===== src/rtl/myo_spi_slave_if.sv =====
// myo_spi_slave_if: SPI pin bundle between the forearm master and the muscle-unit slave
interface myo_spi_slave_if;
  logic sck;
  logic ss_n;
  logic mosi;
  logic miso;
  logic miso_oe;
  modport master (output sck, ss_n, mosi, input miso, miso_oe);
  modport slave (input sck, ss_n, mosi, output miso, miso_oe);
endinterface


===== src/rtl/myo_spi_slave.sv =====
// myo_spi_slave: oversampled SPI mode-0 responder for myocontrol frames; define MYO_SPI_SLAVE_CHECKSUM_EN for XOR-checked last word
module myo_spi_slave #(
  parameter int FRAME_WORDS = 8,
  parameter int SYNC_STAGES = 2
) (
  input  logic                  clk_clk,
  input  logic                  reset_reset_n,
  myo_spi_slave_if.slave        spi,
  input  logic [31:0]           position,
  input  logic [31:0]           velocity,
  input  logic [15:0]           displacement,
  input  logic [15:0]           current,
  input  logic [7:0]            status,
  output logic [7:0]            control_mode,
  output logic [15:0]           pwm_ref,
  output logic                  frame_valid,
  output logic                  frame_error,
  output logic [15:0]           frame_count
);
  localparam int NB = FRAME_WORDS * 16;
  localparam int CW = $clog2(NB + 2);
  localparam logic [CW-1:0] NB_C = CW'(NB);

  typedef enum logic [1:0] {IDLE, LOAD, SHIFT, CHECK} state_t;

  state_t                 state;
  logic [SYNC_STAGES-1:0] sck_q, ss_q, mosi_q;
  logic                   sck_d, ss_d;
  logic                   sck_s, ss_s, mosi_s;
  logic                   ss_edge, ss_rise, ss_fall, sck_rise, sck_fall;
  logic [NB-1:0]          tx_sr, rx_sr, tx_frame;
  logic [CW-1:0]          cnt;
  logic [15:0]            tx_last;
  logic                   miso_r, ok;

  assign sck_s    = sck_q[SYNC_STAGES-1];
  assign ss_s     = ss_q[SYNC_STAGES-1];
  assign mosi_s   = mosi_q[SYNC_STAGES-1];
  assign ss_edge  = ss_s ^ ss_d;
  assign ss_rise  = ss_s & ~ss_d;
  assign ss_fall  = ~ss_s & ss_d;
  assign sck_rise = sck_s & ~sck_d & ~ss_edge;
  assign sck_fall = ~sck_s & sck_d & ~ss_edge;
  assign spi.miso    = miso_r;
  assign spi.miso_oe = ~ss_s;

`ifdef MYO_SPI_SLAVE_CHECKSUM_EN
  logic [15:0] rx_xor;
  assign tx_last = {8'h80, status} ^ position[31:16] ^ position[15:0] ^
                   velocity[31:16] ^ velocity[15:0] ^ displacement ^ current;
  // XOR of every received word except the last; rx word 0 sits at the top of rx_sr
  always_comb begin
    rx_xor = '0;
    for (int k = 1; k < FRAME_WORDS; k++) rx_xor = rx_xor ^ rx_sr[k*16 +: 16];
  end
  assign ok = (cnt == NB_C) && (rx_xor == rx_sr[15:0]);
`else
  assign tx_last = '0;
  assign ok      = cnt == NB_C;
`endif

  // status frame image, word 0 in the top 16 bits so it shifts out first
  always_comb begin
    tx_frame = '0;
    tx_frame[NB-1 -: 112] = {8'h80, status, position, velocity, displacement, current};
    tx_frame[15:0] = tx_last;
  end

  // bring the SPI pins into clk_clk; the extra _d stage feeds edge detection
  always_ff @(posedge clk_clk or negedge reset_reset_n) begin
    if (!reset_reset_n) begin
      sck_q  <= '0;
      ss_q   <= '1;
      mosi_q <= '0;
      sck_d  <= 1'b0;
      ss_d   <= 1'b1;
    end else begin
      sck_q  <= {sck_q[SYNC_STAGES-2:0], spi.sck};
      ss_q   <= {ss_q[SYNC_STAGES-2:0], spi.ss_n};
      mosi_q <= {mosi_q[SYNC_STAGES-2:0], spi.mosi};
      sck_d  <= sck_s;
      ss_d   <= ss_s;
    end
  end

  // frame FSM: snapshot, shift both directions, then accept or reject; cnt parks at NB+1 on overlong frames
  always_ff @(posedge clk_clk or negedge reset_reset_n) begin
    if (!reset_reset_n) begin
      state        <= IDLE;
      tx_sr        <= '0;
      rx_sr        <= '0;
      cnt          <= '0;
      miso_r       <= 1'b0;
      control_mode <= '0;
      pwm_ref      <= '0;
      frame_valid  <= 1'b0;
      frame_error  <= 1'b0;
      frame_count  <= '0;
    end else begin
      frame_valid <= 1'b0;
      frame_error <= 1'b0;
      frame_count <= frame_count + {15'd0, state == CHECK && ok};
      case (state)
        IDLE: if (ss_fall) state <= LOAD;
        LOAD: begin
          tx_sr  <= tx_frame;
          miso_r <= tx_frame[NB-1];
          cnt    <= '0;
          state  <= ss_rise ? CHECK : SHIFT;
        end
        SHIFT: begin
          if (ss_rise) state <= CHECK;
          else if (sck_rise && cnt <= NB_C) begin
            cnt <= cnt + 1'b1;
            if (cnt < NB_C) rx_sr <= {rx_sr[NB-2:0], mosi_s};
          end else if (sck_fall) begin
            tx_sr  <= tx_sr << 1;
            miso_r <= (cnt < NB_C) & tx_sr[NB-2];
          end
        end
        CHECK: begin
          frame_valid <= ok;
          frame_error <= !ok;
          miso_r      <= 1'b0;
          if (ok) begin
            control_mode <= rx_sr[NB-9 -: 8];
            pwm_ref      <= rx_sr[NB-17 -: 16];
          end
          state <= ss_fall ? LOAD : IDLE;
        end
        default: state <= IDLE;
      endcase
    end
  end
endmodule


===== src/flat_wrapper.sv =====
// flat-port wrapper written by rule: the top's interface ports become plain ports
module myo_spi_slave_flat 
#(
  parameter int FRAME_WORDS = 8,
  parameter int SYNC_STAGES = 2
)
  (clk_clk, reset_reset_n, position, velocity, displacement, current, status, control_mode, pwm_ref, frame_valid, frame_error, frame_count, spi_sck, spi_ss_n, spi_mosi, spi_miso, spi_miso_oe);
  myo_spi_slave_if spi_i ();
  input  logic clk_clk;
  input  logic reset_reset_n;
  input  logic [31:0] position;
  input  logic [31:0] velocity;
  input  logic [15:0] displacement;
  input  logic [15:0] current;
  input  logic [7:0] status;
  output logic [7:0] control_mode;
  output logic [15:0] pwm_ref;
  output logic frame_valid;
  output logic frame_error;
  output logic [15:0] frame_count;
  input wire logic [$bits(spi_i.sck)-1:0] spi_sck;
  input wire logic [$bits(spi_i.ss_n)-1:0] spi_ss_n;
  input wire logic [$bits(spi_i.mosi)-1:0] spi_mosi;
  output wire logic [$bits(spi_i.miso)-1:0] spi_miso;
  output wire logic [$bits(spi_i.miso_oe)-1:0] spi_miso_oe;
  assign spi_i.sck = spi_sck;
  assign spi_i.ss_n = spi_ss_n;
  assign spi_i.mosi = spi_mosi;
  assign spi_miso = spi_i.miso;
  assign spi_miso_oe = spi_i.miso_oe;
  myo_spi_slave #(.FRAME_WORDS(FRAME_WORDS), .SYNC_STAGES(SYNC_STAGES)) u_core (.clk_clk(clk_clk), .reset_reset_n(reset_reset_n), .spi(spi_i), .position(position), .velocity(velocity), .displacement(displacement), .current(current), .status(status), .control_mode(control_mode), .pwm_ref(pwm_ref), .frame_valid(frame_valid), .frame_error(frame_error), .frame_count(frame_count));
endmodule

===== config.mk =====
export PLATFORM = sky130hd
export DESIGN_NAME = myo_spi_slave_flat
export DESIGN_NICKNAME = d
export VERILOG_FILES = /design/src/rtl/myo_spi_slave_if.sv /design/src/rtl/myo_spi_slave.sv /design/src/flat_wrapper.sv
export SDC_FILE = /design/constraint.sdc
export NUM_CORES = 1
export LEC_CHECK = 0
export BUFFER_PORTS_ARGS = -buffer_cell sky130_fd_sc_hd__buf_2
export CAP_MARGIN = 20
export CORE_ASPECT_RATIO = 1.75
export CORE_MARGIN = 8
export CORE_UTILIZATION = 40
export CTS_CLUSTER_DIAMETER = 80
export DETAILED_ROUTE_END_ITERATION = 8
export PLACE_DENSITY = 0.7
export SLEW_MARGIN = 40
export SYNTH_ARGS = -nofsm -noshare
export SYNTH_HDL_FRONTEND = slang
export SYNTH_SLANG_ARGS = --single-unit
export TNS_END_PERCENT = 50

===== constraint.sdc =====
create_clock -name clk_clk -period 2.7 [get_ports clk_clk]
set_input_delay 0.135 -clock clk_clk [delete_from_list [all_inputs] [get_ports clk_clk]]
set_output_delay 0.135 -clock clk_clk [all_outputs]
set_load 0.02 [all_outputs]

==> results.md <==
- Site row count: 84
- Post-synthesis xor/xnor area fraction: 1.10%
- DRT Pass-1 Iters: 4
- Largest net degree at the start of global routing: 119
- Pwr Total: 13.0 mW
- Clock-pin slew on the worst setup and hold paths: 0.07 ns
- Share of layout cells above drive strength 1: 30.4%
- Synth async-reset ratio: 100%
- Clock Latency Late Sink: 0.55 ns
- Top FF cell, synth: dfrtp_1
- Clock sink count: 292
- CP Capture Type: flop
- Post-CTS Setup Inserts: 0
- Die width: 147 um
- Worst Path Required: 3.09 ns
- Overflow after GRT: 0
- Pre-CTS setup slack: 0.207 ns
- Top cell type's share of synthesized area: 60.4%
- Mapped Area: 12000 um^2
- Post-route cell area: 15300 um^2
- Drt drc: 0
- Post-Route WL: 24.8 mm
- All-Layer GR Usage: 13.8%
- Placed cell count: 1442
- Cell variety after synth: 39
- Final WS setup: 0.275 ns
- Net Count, Synth: 1060
- Hold crit path type: input port to asynchronous set/reset pin
- Most common cell in the synthesized netlist: dfrtp_1
- Final core occ: 51.5%
- Initial DRC Count: 407
- RSZ-0062 raised after global routing: no
- CTS Root Cell: clkbuf_16
- Sequential area share after synthesis: 61.0%
- Final period util: 89.8%
- Worst-Margin Slew: 0.770 ns
- Initial Util: 40.3%
- Antenna viol nets, final: 0
- Compound-Gate Fraction of Synth Area: 5.93%
- Hold Violations, Final: 0
- P&R area growth vs syn: 27.8%
- DR WL/cell: 15.4 um
- Slew headroom: 48.4%
- Crit Path Max Fanout: 118
- Critical Path AT: 2.82 ns
- Largest area contributor in the netlist: dfrtp_1
- P per Cell Area: 848 nW/um^2
- Max Cap Viol: 0
- Cts bufs inserted: 29
- Fin crit period: 2.43 ns
- Startpoint Class: flop
- Synth cell count leaders: 289 x dfrtp_1, 144 x mux2_2, 116 x nor2_1
- LEAKAGE: 7.22 nW
- Top cells by area, synth: dfrtp_1 60%, mux2_2 14%, mux2i_1 8.9%, a21oi_1 4.5%, nor2_1 3.6%
- DIE HEIGHT: 245 um
- # port buffers: 152
- Total negative slack: 0 ns
- Area share of fa/ha/maj cells after synthesis: 1.04%
- Longest Clk Path Bufs: 3
- Kind of critical path: flop to flop
- Run status: completed
- Largest family of logic cells by synthesized area: multiplexers
- Synth Register Bits: 292
- Mux contribution to synthesized area: 22.5%
- CTS tree: yes
- WHS: 0.0696 ns
- Synthesized instance count: 941
- Vias in the first global route: 8332
- Achievable Freq: 412 MHz
- Placed inst area: 13300 um^2
- Final setup violation count: 0
- Final std cells w/o fill: 1605
- HPWL after DPL: 15.8 mm
- Worst vdd ir: 822 uV
- # IOs: 153
- First-pass GRT wire length: 41.5 mm
- CTS H-tree lvls: 1
- Post-layout net count: 1313
- Gp weighted congestion: 0.782
- Initial antenna violation count: 2
- Final slew viol count: 0
- Number of synthesized flops with an enable pin: 0
- Layout Skew: 0.0154 ns
- Routed via count: 7808
- Fraction of the mapped netlist area in simple logic gates: 6.07%
- Core ar.: 29700 um^2
- Total die area: 36000 um^2
- Synth Area per Inst: 12.7 um^2
- Filler cells: 2457
- Via/cell ratio: 4.86
- Synthesis Warnings: 0
placed cells by master, fill, tap and decap left out, types with 5 or more instances in the layout:
cell type,n
dfrtp_1,289
buf_2,151
mux2_2,144
nor2_1,115
dlygate4sd3_1,108
a21oi_1,107
mux2i_1,107
nand2_1,30
clkbuf_16,29
inv_1,13
ha_1,9
xnor2_1,8
o21ai_0,8
buf_12,8
buf_4,8
xor2_1,7
nand3_1,6
clkbuf_1,6
clkbuf_8,5
cells by family after synthesis:
logic type                 Yosys count
DFF                                292
muxes                              251
and+or+nand+nor                    174
AOI/OAI and AO/OA                  132
buffers and inverters               67
xor gates and xnor gates            15
adders and majority gates           10
critical path: stages (launching register included):
cell      delay (ns)
dfrtp_1         0.43
inv_1           0.14
ha_4            0.18
buf_12          0.59
nand2b_1        0.26
o21ai_4         0.10
buf_12          0.22
nor2_1          0.18
a21oi_1         0.07
state kept, by name, indices dropped and copies added (netlist names):
name,count
u_core.rx_sr,120
u_core.tx_sr,111
u_core.frame_count,16
u_core.pwm_ref,16
u_core.cnt,8
u_core.control_mode,8
u_core.mosi_q,2
u_core.sck_q,2
u_core.ss_q,2
u_core.state,2
u_core.frame_error,1
u_core.frame_valid,1
u_core.sck_d,1
u_core.spi.miso,1
u_core.ss_d,1
power breakdown:
group          total [mW]  internal (mW)  switching, mW  leakage, nW
Combinational        3.35           1.45           1.90         3.06
Clock                4.01           2.32           1.69        0.462
Sequential           5.62           5.19          0.434         3.70
Total                13.0           8.95           4.02         7.22
repair_timing:
action | in CTS | in global routing
hold endpoints to repair | 312 | 0
gates resized for setup | 0 | 1
setup endpoints to repair | 0 | 1
hold buffers | 108 | 0
worst paths after layout:
| kind | start | end | slack (ns) | cells past startpoint |
|---|---|---|---|---|
| max | u_core.state[0] | u_core.tx_sr[106] | 0.27 | 8 |
| min | reset_reset_n | u_core.frame_count[12] | 0.07 | 2 |
| max reg2reg | u_core.state[0] | u_core.tx_sr[106] | 0.27 | 8 |
| min reg2reg | u_core.mosi_q[0] | u_core.mosi_q[1] | 0.35 | 0 |
| max in group asynchronous | reset_reset_n | u_core.tx_sr[112] | 1.74 | 3 |
| min in group clk_clk | spi_mosi | u_core.mosi_q[0] | 0.25 | 2 |
cell type report:
type | count | area (um^2) | area share, %
clock inverters | 13 | 141 | 0.924
repair buffers | 276 | 2070 | 13.5
clock buffers | 40 | 817 | 5.34
multi-input cells | 582 | 4420 | 28.9
diodes | 2 | 5.00 | 0.0327
inverters | 13 | 48.8 | 0.319
flip-flops and latches | 292 | 7310 | 47.8
well taps | 387 | 484 | 3.16
routing by layer:
metal,track usage (%),part of all wire [%]
met5,0,0
met4,6.24,3.4
met3,1.95,3.4
met2,25.0,53
met1,15.8,40
Power figures use the tool's default switching activity.
